==> config.mk <==
export PLATFORM = sky130hd
export DESIGN_NAME = pe_task_scheduler
export DESIGN_NICKNAME = d
export VERILOG_FILES = /design/src/rtl/pe_task_scheduler.sv
export SDC_FILE = /design/constraint.sdc
export NUM_CORES = 1
export LEC_CHECK = 0
export CORE_AREA = 2 2 104 132
export DETAILED_ROUTE_END_ITERATION = 16
export DIE_AREA = 0 0 106 134
export PLACE_DENSITY = 0.73
export SLEW_MARGIN = 10
export SYNTH_ARGS = -nofsm -noshare
export SYNTH_HDL_FRONTEND = slang
export SYNTH_SLANG_ARGS = --single-unit
==> constraint.sdc <==
create_clock -name clk -period 3.1 [get_ports clk]
set_input_delay 0.93 -clock clk [delete_from_list [all_inputs] [get_ports clk]]
set_output_delay 0.93 -clock clk [all_outputs]
set_load 0.005 [all_outputs]
==> src/rtl/pe_task_scheduler.sv <==
// pe_task_scheduler: round-robin front end that time-shares one pe_core
// between NUM_REQ command sources. Each command is issued with a start pulse
// and watched by a cycle budget. A tagged response goes back before the next
// command is granted.
module pe_task_scheduler #(
  parameter int NUM_REQ        = 4,
  parameter int REQ_ID_W       = 2,
  parameter int INSTR_W        = 32,
  parameter int TIMEOUT_CYCLES = 64,
  parameter int TMR_W          = 8
) (
  input  logic                       clk,
  input  logic                       rst,
  input  logic [NUM_REQ-1:0]         req_valid,
  output logic [NUM_REQ-1:0]         req_ready,
  input  logic [NUM_REQ*INSTR_W-1:0] req_instr,
  output logic                       pe_start,
  output logic [INSTR_W-1:0]         pe_instr,
  input  logic                       pe_done,
  output logic                       pe_abort,
  output logic                       resp_valid,
  input  logic                       resp_ready,
  output logic [REQ_ID_W-1:0]        resp_id,
  output logic [1:0]                 resp_status,
  output logic                       busy,
  output logic [15:0]                done_count
);

  typedef enum logic [1:0] {S_IDLE, S_ISSUE, S_WAIT, S_RESP} state_t;

  localparam logic [1:0] ST_OK      = 2'd0;
  localparam logic [1:0] ST_ILLEGAL = 2'd1;
  localparam logic [1:0] ST_TIMEOUT = 2'd2;

  state_t               state_q, state_d;
  logic [REQ_ID_W-1:0]  rr_ptr_q, rr_ptr_d;
  logic [REQ_ID_W-1:0]  id_q, id_d;
  logic [1:0]           status_q, status_d;
  logic [TMR_W-1:0]     timer_q, timer_d;
  logic [INSTR_W-1:0]   pe_instr_q, pe_instr_d;
  logic [15:0]          done_count_q, done_count_d;

  logic [INSTR_W-1:0]   instr_arr [NUM_REQ];
  logic                 grant_found;
  logic [REQ_ID_W-1:0]  grant_id;
  logic [REQ_ID_W-1:0]  scan_idx;
  logic [INSTR_W-1:0]   grant_instr;
  logic [3:0]           grant_op;
  logic                 grant_legal;
  logic                 timeout_hit;

  // Unpack the flattened instruction bus into one word per requester.
  generate
    for (genvar gi = 0; gi < NUM_REQ; gi++) begin : g_unpack
      assign instr_arr[gi] = req_instr[gi*INSTR_W +: INSTR_W];
    end
  endgenerate

  // Round-robin search: the first valid requester at or after rr_ptr wins.
  always_comb begin
    grant_found = 1'b0;
    grant_id    = '0;
    scan_idx    = '0;
    for (int k = 0; k < NUM_REQ; k++) begin
      scan_idx = REQ_ID_W'((int'(rr_ptr_q) + k) % NUM_REQ);
      if (!grant_found && req_valid[scan_idx]) begin
        grant_found = 1'b1;
        grant_id    = scan_idx;
      end
    end
  end

  assign grant_instr = instr_arr[grant_id];
  assign grant_op    = grant_instr[INSTR_W-1 -: 4];
  assign grant_legal = (grant_op == 4'd1) || (grant_op == 4'd2) || (grant_op == 4'd3);
  assign timeout_hit = (timer_q == TMR_W'(TIMEOUT_CYCLES - 1));

  // State and datapath registers; reset drops any in-flight command silently.
  always_ff @(posedge clk) begin
    if (rst) begin
      state_q      <= S_IDLE;
      rr_ptr_q     <= '0;
      id_q         <= '0;
      status_q     <= ST_OK;
      timer_q      <= '0;
      pe_instr_q   <= '0;
      done_count_q <= '0;
    end else begin
      state_q      <= state_d;
      rr_ptr_q     <= rr_ptr_d;
      id_q         <= id_d;
      status_q     <= status_d;
      timer_q      <= timer_d;
      pe_instr_q   <= pe_instr_d;
      done_count_q <= done_count_d;
    end
  end

  // Next-state logic: accept, issue, watch the budget, then hand back a response.
  always_comb begin
    state_d      = state_q;
    rr_ptr_d     = rr_ptr_q;
    id_d         = id_q;
    status_d     = status_q;
    timer_d      = timer_q;
    pe_instr_d   = pe_instr_q;
    done_count_d = done_count_q;
    case (state_q)
      S_IDLE: begin
        if (grant_found) begin
          id_d = grant_id;
          if (grant_legal) begin
            pe_instr_d = grant_instr;
            state_d    = S_ISSUE;
          end else begin
            status_d = ST_ILLEGAL;
            state_d  = S_RESP;
          end
        end
      end
      S_ISSUE: begin
        timer_d = '0;
        state_d = S_WAIT;
      end
      S_WAIT: begin
        timer_d = timer_q + 1'b1;
        // A completion on the last budget cycle still counts as a success.
        if (pe_done) begin
          status_d = ST_OK;
          state_d  = S_RESP;
          if (done_count_q != 16'hFFFF) begin
            done_count_d = done_count_q + 16'd1;
          end
        end else if (timeout_hit) begin
          status_d = ST_TIMEOUT;
          state_d  = S_RESP;
        end
      end
      S_RESP: begin
        if (resp_ready) begin
          rr_ptr_d = REQ_ID_W'((int'(id_q) + 1) % NUM_REQ);
          state_d  = S_IDLE;
        end
      end
      default: state_d = S_IDLE;
    endcase
  end

  // Outputs decoded from the current state; the grant is masked while in reset.
  always_comb begin
    req_ready = '0;
    if (state_q == S_IDLE && grant_found && !rst) begin
      req_ready = NUM_REQ'(1) << grant_id;
    end
    pe_start    = (state_q == S_ISSUE);
    pe_abort    = (state_q == S_WAIT) && !pe_done && timeout_hit;
    resp_valid  = (state_q == S_RESP);
    busy        = (state_q != S_IDLE);
    resp_id     = id_q;
    resp_status = status_q;
    pe_instr    = pe_instr_q;
    done_count  = done_count_q;
  end

endmodule

* Word level (Yosys, flattened, before mapping) *
Cells that the tools add are included.

word-level totals
  flip-flop bits (word level) = 64
  bits in latches = 0
  memory bits (writable) = 0
  memory bits (read-only) = 0
  input bits = 136
  output and inout bits = 60
  memories kept = 0

cells by class
  $add $sub $neg = 6
  multipliers = 0
  div/mod/pow operators = 0
  order comparisons = 5
  equality and inequality tests = 12
  shift operators = 1
  multiplexer cells = 32
  bitwise operators = 1
  reduce and logical (&&, ||, !) cells = 24

operators with widths
  cell                                                                           count
  32-bit binary-select mux with 2-bit select                                     1
  32-bit two-way mux                                                             2
  2-bit two-way mux                                                              13
  16-bit by 1-bit adder with 16-bit output (second input constant)               1
  16-bit inequality test (second input constant)                                 1
  8-bit case mux with 2 select lines                                             1
  2-bit by 3-bit less-than comparator with 1-bit output (second input constant)  4
  3-bit AND reduction                                                            3
  8-bit by 1-bit adder with 8-bit output (second input constant)                 1
  1-bit binary-select mux with 2-bit select                                      4
  4-bit by 2-bit == test with 1-bit output (second input constant)               2
  8-bit by 6-bit == test with 1-bit output (second input constant)               1
  1-bit two-way mux                                                              8
  2-bit case mux with 4 select lines                                             1
  1-bit logical AND                                                              7
  2-bit nonzero test                                                             3
  1-bit zero test                                                                5
  2-bit by 1-bit adder with 2-bit output (second input constant)                 2
  2-bit adder (second input constant)                                            2
  2-bit == test (second input constant)                                          2
  4-bit by 1-bit == test with 1-bit output (second input constant)               1
  4-bit two-way mux                                                              1
  2-bit inequality test (second input constant)                                  2
  2-bit case mux with 2 select lines                                             1
  other kinds (10)                                                               12

* Logic depth before layout (Yosys ltp) *
Gate-level depths: netlist of the first run.

  depth after elaboration = 22
  gate-level depth with buffers = 11
  mapped depth without buffers = 9

* Worst setup path before layout of the first run *
OpenSTA, ideal clock, no wires.

  path type = in2reg
  start = input req_valid[1]
  end = register pe_instr_q[2], in the netlist pe_instr[2]
  arrival = 2.971 ns
  path slack = 0.002 ns
  stages = 11
  buffers on the path = 3
  cell sequence = clkbuf_1 inv_1 and3_1 o31a_1 buf_6 mux2i_1 mux2_2 a211oi_4 buf_6 mux2i_1 nor2_1

on the way
  word-level cells in the longest chain between the ends = 20

RTL lines
  item                                                                                                  line  text
  start, declared                                                                                       14    input logic [NUM_REQ-1:0] req_valid,
  1-bit binary-select mux with 2-bit select                                                             66    if (!grant_found && req_valid[scan_idx]) begin
  1-bit two-way mux (implied by the code)                                                               66
  1-bit two-way mux                                                                                     66
  1-bit zero test                                                                                       66
  1-bit logical AND                                                                                     66
  1-bit two-way mux                                                                                     66
  1-bit zero test                                                                                       66
  1-bit logical AND                                                                                     66
  [2 not listed]                                                                                        --
  1-bit logical AND                                                                                     66
  2-bit two-way mux                                                                                     66
  2-bit NOT with 3-bit output (implied by the code)                                                     73    assign grant_instr = instr_arr[grant_id];
  32-bit binary-select mux with 2-bit select                                                            73
  32-bit two-way mux (implied by the code) (2 in series)                                                73
  4-bit by 1-bit == test with 1-bit output or 4-bit by 2-bit == test with 1-bit output (tied branches)  75    assign grant_legal = (grant_op == 4'd1) || (grant_op == 4'd2) || (grant_op == 4'd3);
  1-bit logical OR (2 in series)                                                                        75
  3-bit AND reduction (no source line)                                                                  --
  end signal, assigned                                                                                  94    pe_instr_q <= pe_instr_d;
  end, declared                                                                                         40    logic [INSTR_W-1:0] pe_instr_q, pe_instr_d;

Several ways; a longest one is shown, not always the timed one. The select of a mux whose other input is x is not followed.
A chain may end at the register's enable or synchronous reset.

* Worst setup path after layout of the first run *
  start = input req_valid[0]
  end = output req_ready[2]

on the way
  word-level cells in the longest chain between the ends = 15

RTL lines
  item                                       line  text
  1-bit binary-select mux with 2-bit select  66
  1-bit two-way mux (implied by the code)    66
  1-bit two-way mux                          66
  1-bit zero test                            66
  1-bit logical AND                          66
  1-bit two-way mux                          66
  1-bit zero test                            66
  1-bit logical AND                          66
  1-bit two-way mux                          66
  1-bit zero test                            66
  1-bit logical AND                          66
  1-bit two-way mux                          66
  1-bit logical AND (2 in series)            152   if (state_q == S_IDLE && grant_found && !rst) begin
  4-bit two-way mux (*)                      152
  end, declared                              15    output logic [NUM_REQ-1:0] req_ready,

Every way passes the cells marked *; elsewhere a longest branch is shown, timed or not. The select of a mux whose other input is x is not followed.

==> out/metrics.yaml, run 1 <==
first_global_vias: 4025
area_growth_pct: 66.4
multi_input_area_mm2: 0.00236
drt-wirelength-per-cell_um: 15.2
reg2reg_depth: 9
nFillCells: 1225
post-route-period-util_pct: 96.9
cpPeakStageDelay_ns: 0.26
fin_cells: 831
grtUsageMet1_pct: 18.5
synthArstFlopShare_pct: 0
rsz0062_at_grt: "false"
grt_pass1_wl_um: 20100
layout_commonest_cell: "clkdlybuf4s50_1"
yosysTopAreaCellShare_pct: 33.5
insertion_delay_ns: 0.32
fin_crit_ns: 3.00
ys_dominant_reg_cell: "dfxtp_1"
peakVddDrop_uv: 370
maxCapViolCount: 0
syn_area_per_cell_um2: 8.44
drive_gt1_share_pct: 8.80
syn_area_mm2: 0.00382
io_pins: 196
yosysWarnings: 0
drc: 0
vias_per_cell: 4.83
hold_viol: 0
cp-end-kind: "output pin"
fin_skew_ns: 0.00422
cts.sinks: 64
critPathTopFamily: "buffers and inverters"
placed_cells: 813
die_x_um: 106
htree_levels: 3
startpoint_type: "input pin"
finalPower_mw: 3.33
tritoncts: "built"
layout_common_cells: "186 x clkdlybuf4s50_1, 69 x mux2i_1, 67 x nor2_1, 64 x dfxtp_1, 38 x a21oi_1"
use_met2_pct: 32.1
synth.net_count: 596
arrival_ns: 2.07
ys_ff_latch: 64
power.density_mw_per_mm2: 523
grt_max_degree: 61
min-delay-start: "pe_instr[30]$_SDFFE_PP0P_"
setup_viol: 0
initial_core_util_pct: 29.4
r2r-start: "rr_ptr_q[0]$_SDFFE_PP0P_"
cts_root_buffer: "clkbuf_16"
grt_util_met3_pct: 7.68
ant_nets: 0
holdWs_ns: 0.470
final_area_mm2: 0.00636
cp_num_buf_inv: 3
seqCellArea_mm2: 0.00128
final_util_pct: 48.9
fmax_ghz: 0.333
slowest_stage: "dlygate4sd2_1"
die_y_um: 134
coreArea_mm2: 0.0130
hold_end: "pe_instr[30]$_SDFFE_PP0P_"
worst-path-max-fanout: 6
synth_top_area_cell: "dfxtp_1"
hold_path_depth: 1
path_class: "input pin to output pin"
crit_cells: 7
dpl_worst_slack_ns: -0.570
synth_cell_types: 41
numCtsBuffers: 9
tightest_slew_ns: 0.635
worstPathCellList: "buf_2 -> buf_4 -> nor2b_4 -> o22a_1 -> o22ai_1 -> and3_1 -> dlygate4sd2_1"
place_congestion: 0.854
required_ns: 2.17
die_area_mm2: 0.0142
drt_iter0_drc: 195
synth_area_leaders: "dfxtp_1 34%, mux2i_1 18%, nor2_1 6.6%"
drt_pass1_iterations: 4
antenna_found_initial: 3
numPortBuffers: 195
postSynthCellCount: 453
dpl_cell_area_mm2: 0.00605
rrSetupSlack_ns: 0.45
hold_class: "flip-flop to flip-flop"
grt-busiest-layer: "met2"
rr_endpoint: "pe_instr[5]$_SDFFE_PP0P_"
dp_hpwl_um: 9700
fin_nets: 797
tns_ns: 0
fin_ws_ns: 0.0951
cts.clk_slew.worst_paths_ns: 0.05
yosysSeqAreaShare_pct: 33.5
vias: 4016
rows: 47
slew_violations: 0
status: "completed"
cts_buffer_depth: 2
grtUsageTotal_pct: 17.6
synth_edf_count: 0
gr-total-overflow: 0
relSlewSlack_pct: 57.7
p_leak_nw: 2.36
wirelength_um: 12600
-- report_power, final --
| group | leakage (nW) | internal (mW) | switching [mW] |
|---|---|---|---|
| registers | 0.519 | 0.915 | 0.0677 |
| clock network | 0.150 | 0.664 | 0.350 |
| logic | 1.69 | 0.718 | 0.612 |
| total | 2.36 | 2.30 | 1.03 |
-- metal layers --
layer,vias up,part of all wire [%]
met3,17,10
met1,1835,39
met5,-,0.24
li1,1998,-
met2,162,49
met4,4,1.2
-- cell families after synthesis --
group	share of synthesized area, %
AOI/OAI and AO/OA	15.4
muxes	19.0
xor gates and xnor gates	4.81
buffers and inverters	5.40
DFF	33.5
and+or+nand+nor	19.6
adders and majority gates	2.29
-- Yosys cell counts (all sizes together) (5+ instances only) --
cell	instances
mux2i	69
nor2	67
dfxtp	64
a21oi	38
a211oi	31
nor2b	31
clkbuf	21
xor2	17
nand2	14
buf	12
inv	12
nand3	11
nor3	8
o21ai	8
ha	7
nand4	6
and3	5
-- worst max-delay path by stage --
stage | endpoint | startpoint | slack [ns]
2_1_floorplan | pe_instr[2]$_SDFFE_PP0P_ | req_valid[1] | 0.002
3_3_place_gp | req_ready[0] | req_valid[2] | -0.49
3_5_place_dp | req_ready[0] | req_valid[2] | -0.57
4_1_cts | req_ready[0] | req_valid[2] | -0.08
5_1_grt | req_ready[2] | req_valid[0] | 0.03
6_report | req_ready[2] | req_valid[0] | 0.1
-- worst reg2reg max path: cells and delay by family, from the launching register on --
family                 cells  cell delay [ns]
AOI/OAI and AO/OA          2             0.76
muxes                      3             0.69
DFF                        1             0.52
and+or+nand+nor            2             0.16
buffers and inverters      2             0.38
-- what timing repair did --
action	4_1_cts	5_1_grt
pin swaps	1	2
gates cloned	0	0
resized for setup	14	12
endpoints found under the hold margin	0	0
setup endpoints to repair	37	28
hold buffers	0	0
buffers inserted	1	0
-- flip-flops by register name, summed over array words and instances (netlist names) --
register and cells:
resp_status 2, rr_ptr_q 2, state_q 2, resp_id 2, done_count 16, pe_instr 32, timer_q 8
-- area by class of cell --
class	count	share of cell area, %
antenna	1	0.0394
inverter	12	0.709
clock inverter	3	0.630
clock buffer	13	4.09
timing repair buffer	223	33.9
tap	171	3.37
multi-input combinational	344	37.1
sequential	64	20.2
No activity file was read; power rests on OpenSTA's default activity.
==> run 2, diff against run 1 <==
--- a/config.mk
+++ b/config.mk
@@ -8,6 +8,7 @@
 export CORE_AREA = 2 2 104 132
 export DETAILED_ROUTE_END_ITERATION = 16
 export DIE_AREA = 0 0 106 134
+export HOLD_SLACK_MARGIN = 0.12
 export PLACE_DENSITY = 0.73
 export SLEW_MARGIN = 10
 export SYNTH_ARGS = -nofsm -noshare
==> constraint.sdc (replaced) <==
create_clock -name clk -period 2.5 [get_ports clk]
set_input_delay 0.75 -clock clk [delete_from_list [all_inputs] [get_ports clk]]
set_output_delay 0.75 -clock clk [all_outputs]
set_load 0.005 [all_outputs]
==> run 2 against run 1 <==
The run now ends with setup timing left. Via count is 1.6% higher. Count of clock-buffer cells in the layout up 1. Design area grew 3.8%. Worst hold slack better by 0.022 ns.
==> out/metrics.yaml, run 2 (synthesis gave the netlist of run 1 again) <==
drive_gt1_share_pct: 12.1  # +3.3 points
nFillCells: 1215  # -0.82%
fin_skew_ns: 0.00321  # -0.00102 ns
arrival_ns: 2.78  # +0.71 ns
drt_pass1_iterations: 4  # unchanged
dp_hpwl_um: 9820  # +1.2%
cts_buffer_depth: 2  # unchanged
grtUsageTotal_pct: 17.9  # +0.22 points
grt_max_degree: 67  # +9.8%
cp-end-kind: "flip-flop"
cts_root_buffer: "clkbuf_16"
tns_ns: -1.88  # -1.88 ns
relSlewSlack_pct: 57.4  # -0.28 points
fin_ws_ns: -0.0959  # -0.191 ns
hold_class: "flip-flop to flip-flop"
place_congestion: 0.911  # +6.7%
drt-wirelength-per-cell_um: 15.9  # +4.5%
die_area_mm2: 0.0142  # unchanged
wirelength_um: 13400  # +5.8%
die_x_um: 106  # unchanged
vias: 4081  # +1.6%
area_growth_pct: 72.7
io_pins: 196  # unchanged
fmax_ghz: 0.385
hold_viol: 0  # unchanged
htree_levels: 3  # unchanged
ant_nets: 0  # unchanged
maxCapViolCount: 0  # unchanged
layout_commonest_cell: "clkdlybuf4s50_1"
final_area_mm2: 0.00660  # +3.8%
antenna_cells: 0  # -1
first_global_vias: 4182  # +3.9%
peakVddDrop_uv: 365  # -1.3%
multi_input_area_mm2: 0.00242  # +2.5%
startpoint_type: "input pin"
insertion_delay_ns: 0.32  # about the same
tightest_slew_ns: 0.639  # +0.00426 ns
holdWs_ns: 0.492  # +0.0218 ns
slew_violations: 0  # unchanged
fin_crit_ns: 2.60
coreArea_mm2: 0.0130  # unchanged
status: "complete, but fails checks"
drt_iter0_drc: 215  # +10%
grt-busiest-layer: "met2"
layout_common_cells: "184 x clkdlybuf4s50_1, 67 x nor2_1, 66 x mux2i_1, 64 x dfxtp_1, 38 x a21oi_1"
grt_pass1_wl_um: 20300  # +0.76%
finalPower_mw: 4.21  # +26%
rsz0062_at_grt: "true"
gr-total-overflow: 0  # unchanged
violations: "setup timing"
post-route-period-util_pct: 104
drc: 0  # unchanged
power.density_mw_per_mm2: 637  # +22%
tritoncts: "built"
antenna_found_initial: 1  # -2
largest_reg_flops: 32  # unchanged
grtUsageMet1_pct: 19.3  # +0.82 points
seqCellArea_mm2: 0.00128  # unchanged
grt_util_met3_pct: 6.71  # -0.97 points
worst-path-max-fanout: 8  # +2
rows: 47  # unchanged
vias_per_cell: 4.85  # +0.41%
required_ns: 2.68  # +0.51 ns
cts.sinks: 64  # unchanged
use_met2_pct: 32.5  # +0.36 points
die_y_um: 134  # unchanged
numPortBuffers: 195  # unchanged
p_leak_nw: 2.47  # +4.9%
numCtsBuffers: 9  # unchanged
initial_core_util_pct: 29.4  # unchanged
path_class: "input pin to flip-flop"
setup_viol: 32  # +32
cts.clk_slew.worst_paths_ns: 0.05  # about the same
fin_nets: 810  # +1.6%
dpl_cell_area_mm2: 0.00609  # +0.60%
ctsHoldBuffers: 0  # unchanged
## run 2: cell count changes in the layout (fill, tap and decap cells not counted), sizes merged
cell and delta:
clkinv -2, bufinv -1, clkdlybuf4s50 -2, dlygate4sd2 -1
buf +17, diode -1
## run 2: stage by stage
step	std cells	util [%]	setup WS, ns
after floorplan	453	-	-0.257
after global placement	815	46.8	-0.910
after detailed placement	815	46.8	-0.974
after CTS	838	50.0	-0.147
after global routing	841	50.8	-0.178
final	841	50.8	-0.0959
## run 2: layout make-up
cell class / instances / share of cell area [%]
clock buffers: 14 / 4.15
well taps: 171 / 3.24
inverters: 12 / 0.682
repair buffers: 236 / 35.8
multi-input cells: 344 / 36.7
flip-flops and latches: 64 / 19.4
## run 2: path summary, 6_finish.rpt
| kind | startpoint | to | slack [ns] | cells past startpoint |
|---|---|---|---|---|
| worst min register to register | pe_instr[7]$_SDFFE_PP0P_ | pe_instr[7]$_SDFFE_PP0P_ | 0.49 | 2 |
| worst max register to register | rr_ptr_q[0]$_SDFFE_PP0P_ | pe_instr[16]$_SDFFE_PP0P_ | 0.04 | 10 |
| worst min-delay path | pe_instr[7]$_SDFFE_PP0P_ | pe_instr[7]$_SDFFE_PP0P_ | 0.49 | 2 |
| worst max-delay path | req_valid[2] | pe_instr[16]$_SDFFE_PP0P_ | -0.1 | 11 |
## run 2: report_power, final
group	leakage, nW	switching, mW	internal [mW]	total [mW]
Clock	0.135	0.418	0.741	1.16
Sequential	0.519	0.0815	1.14	1.22
Combinational	1.82	0.820	1.01	1.83
Total	2.47	1.32	2.89	4.21
## run 2: per-layer routing
metal  vias up  wire length, um
met3        19             1230
met1      1882             5300
li1       2023                -
met5         -               13
met2       155             6600
met4         2              240
## run 2: repair_timing
item,in CTS,in global routing
resized for setup,50,20
pin swaps,6,6
setup endpoints to repair,41,37
setup buffers,7,3
cloned,2,1
## run 2: worst max-delay path, cell delays in order
cell and delay, ns:
buf_8 0.11, nor2b_4 0.13, buf_6 0.12, o31a_4 0.34, mux2i_2 0.17, mux2_4 0.28, a211oi_4 0.29, buf_6 0.16
buf_12 0.15, mux2i_4 0.22, nor2_1 0.06
==> run 3, diff against run 2 <==
--- a/config.mk
+++ b/config.mk
@@ -5,6 +5,7 @@
 export SDC_FILE = /design/constraint.sdc
 export NUM_CORES = 1
 export LEC_CHECK = 0
+export ABC_CLOCK_PERIOD_IN_PS = 2500
 export CORE_AREA = 2 2 104 132
 export DETAILED_ROUTE_END_ITERATION = 16
 export DIE_AREA = 0 0 106 134
==> results of run 3 <==
Final layout, timing and power as in run 2 (identical DEF).
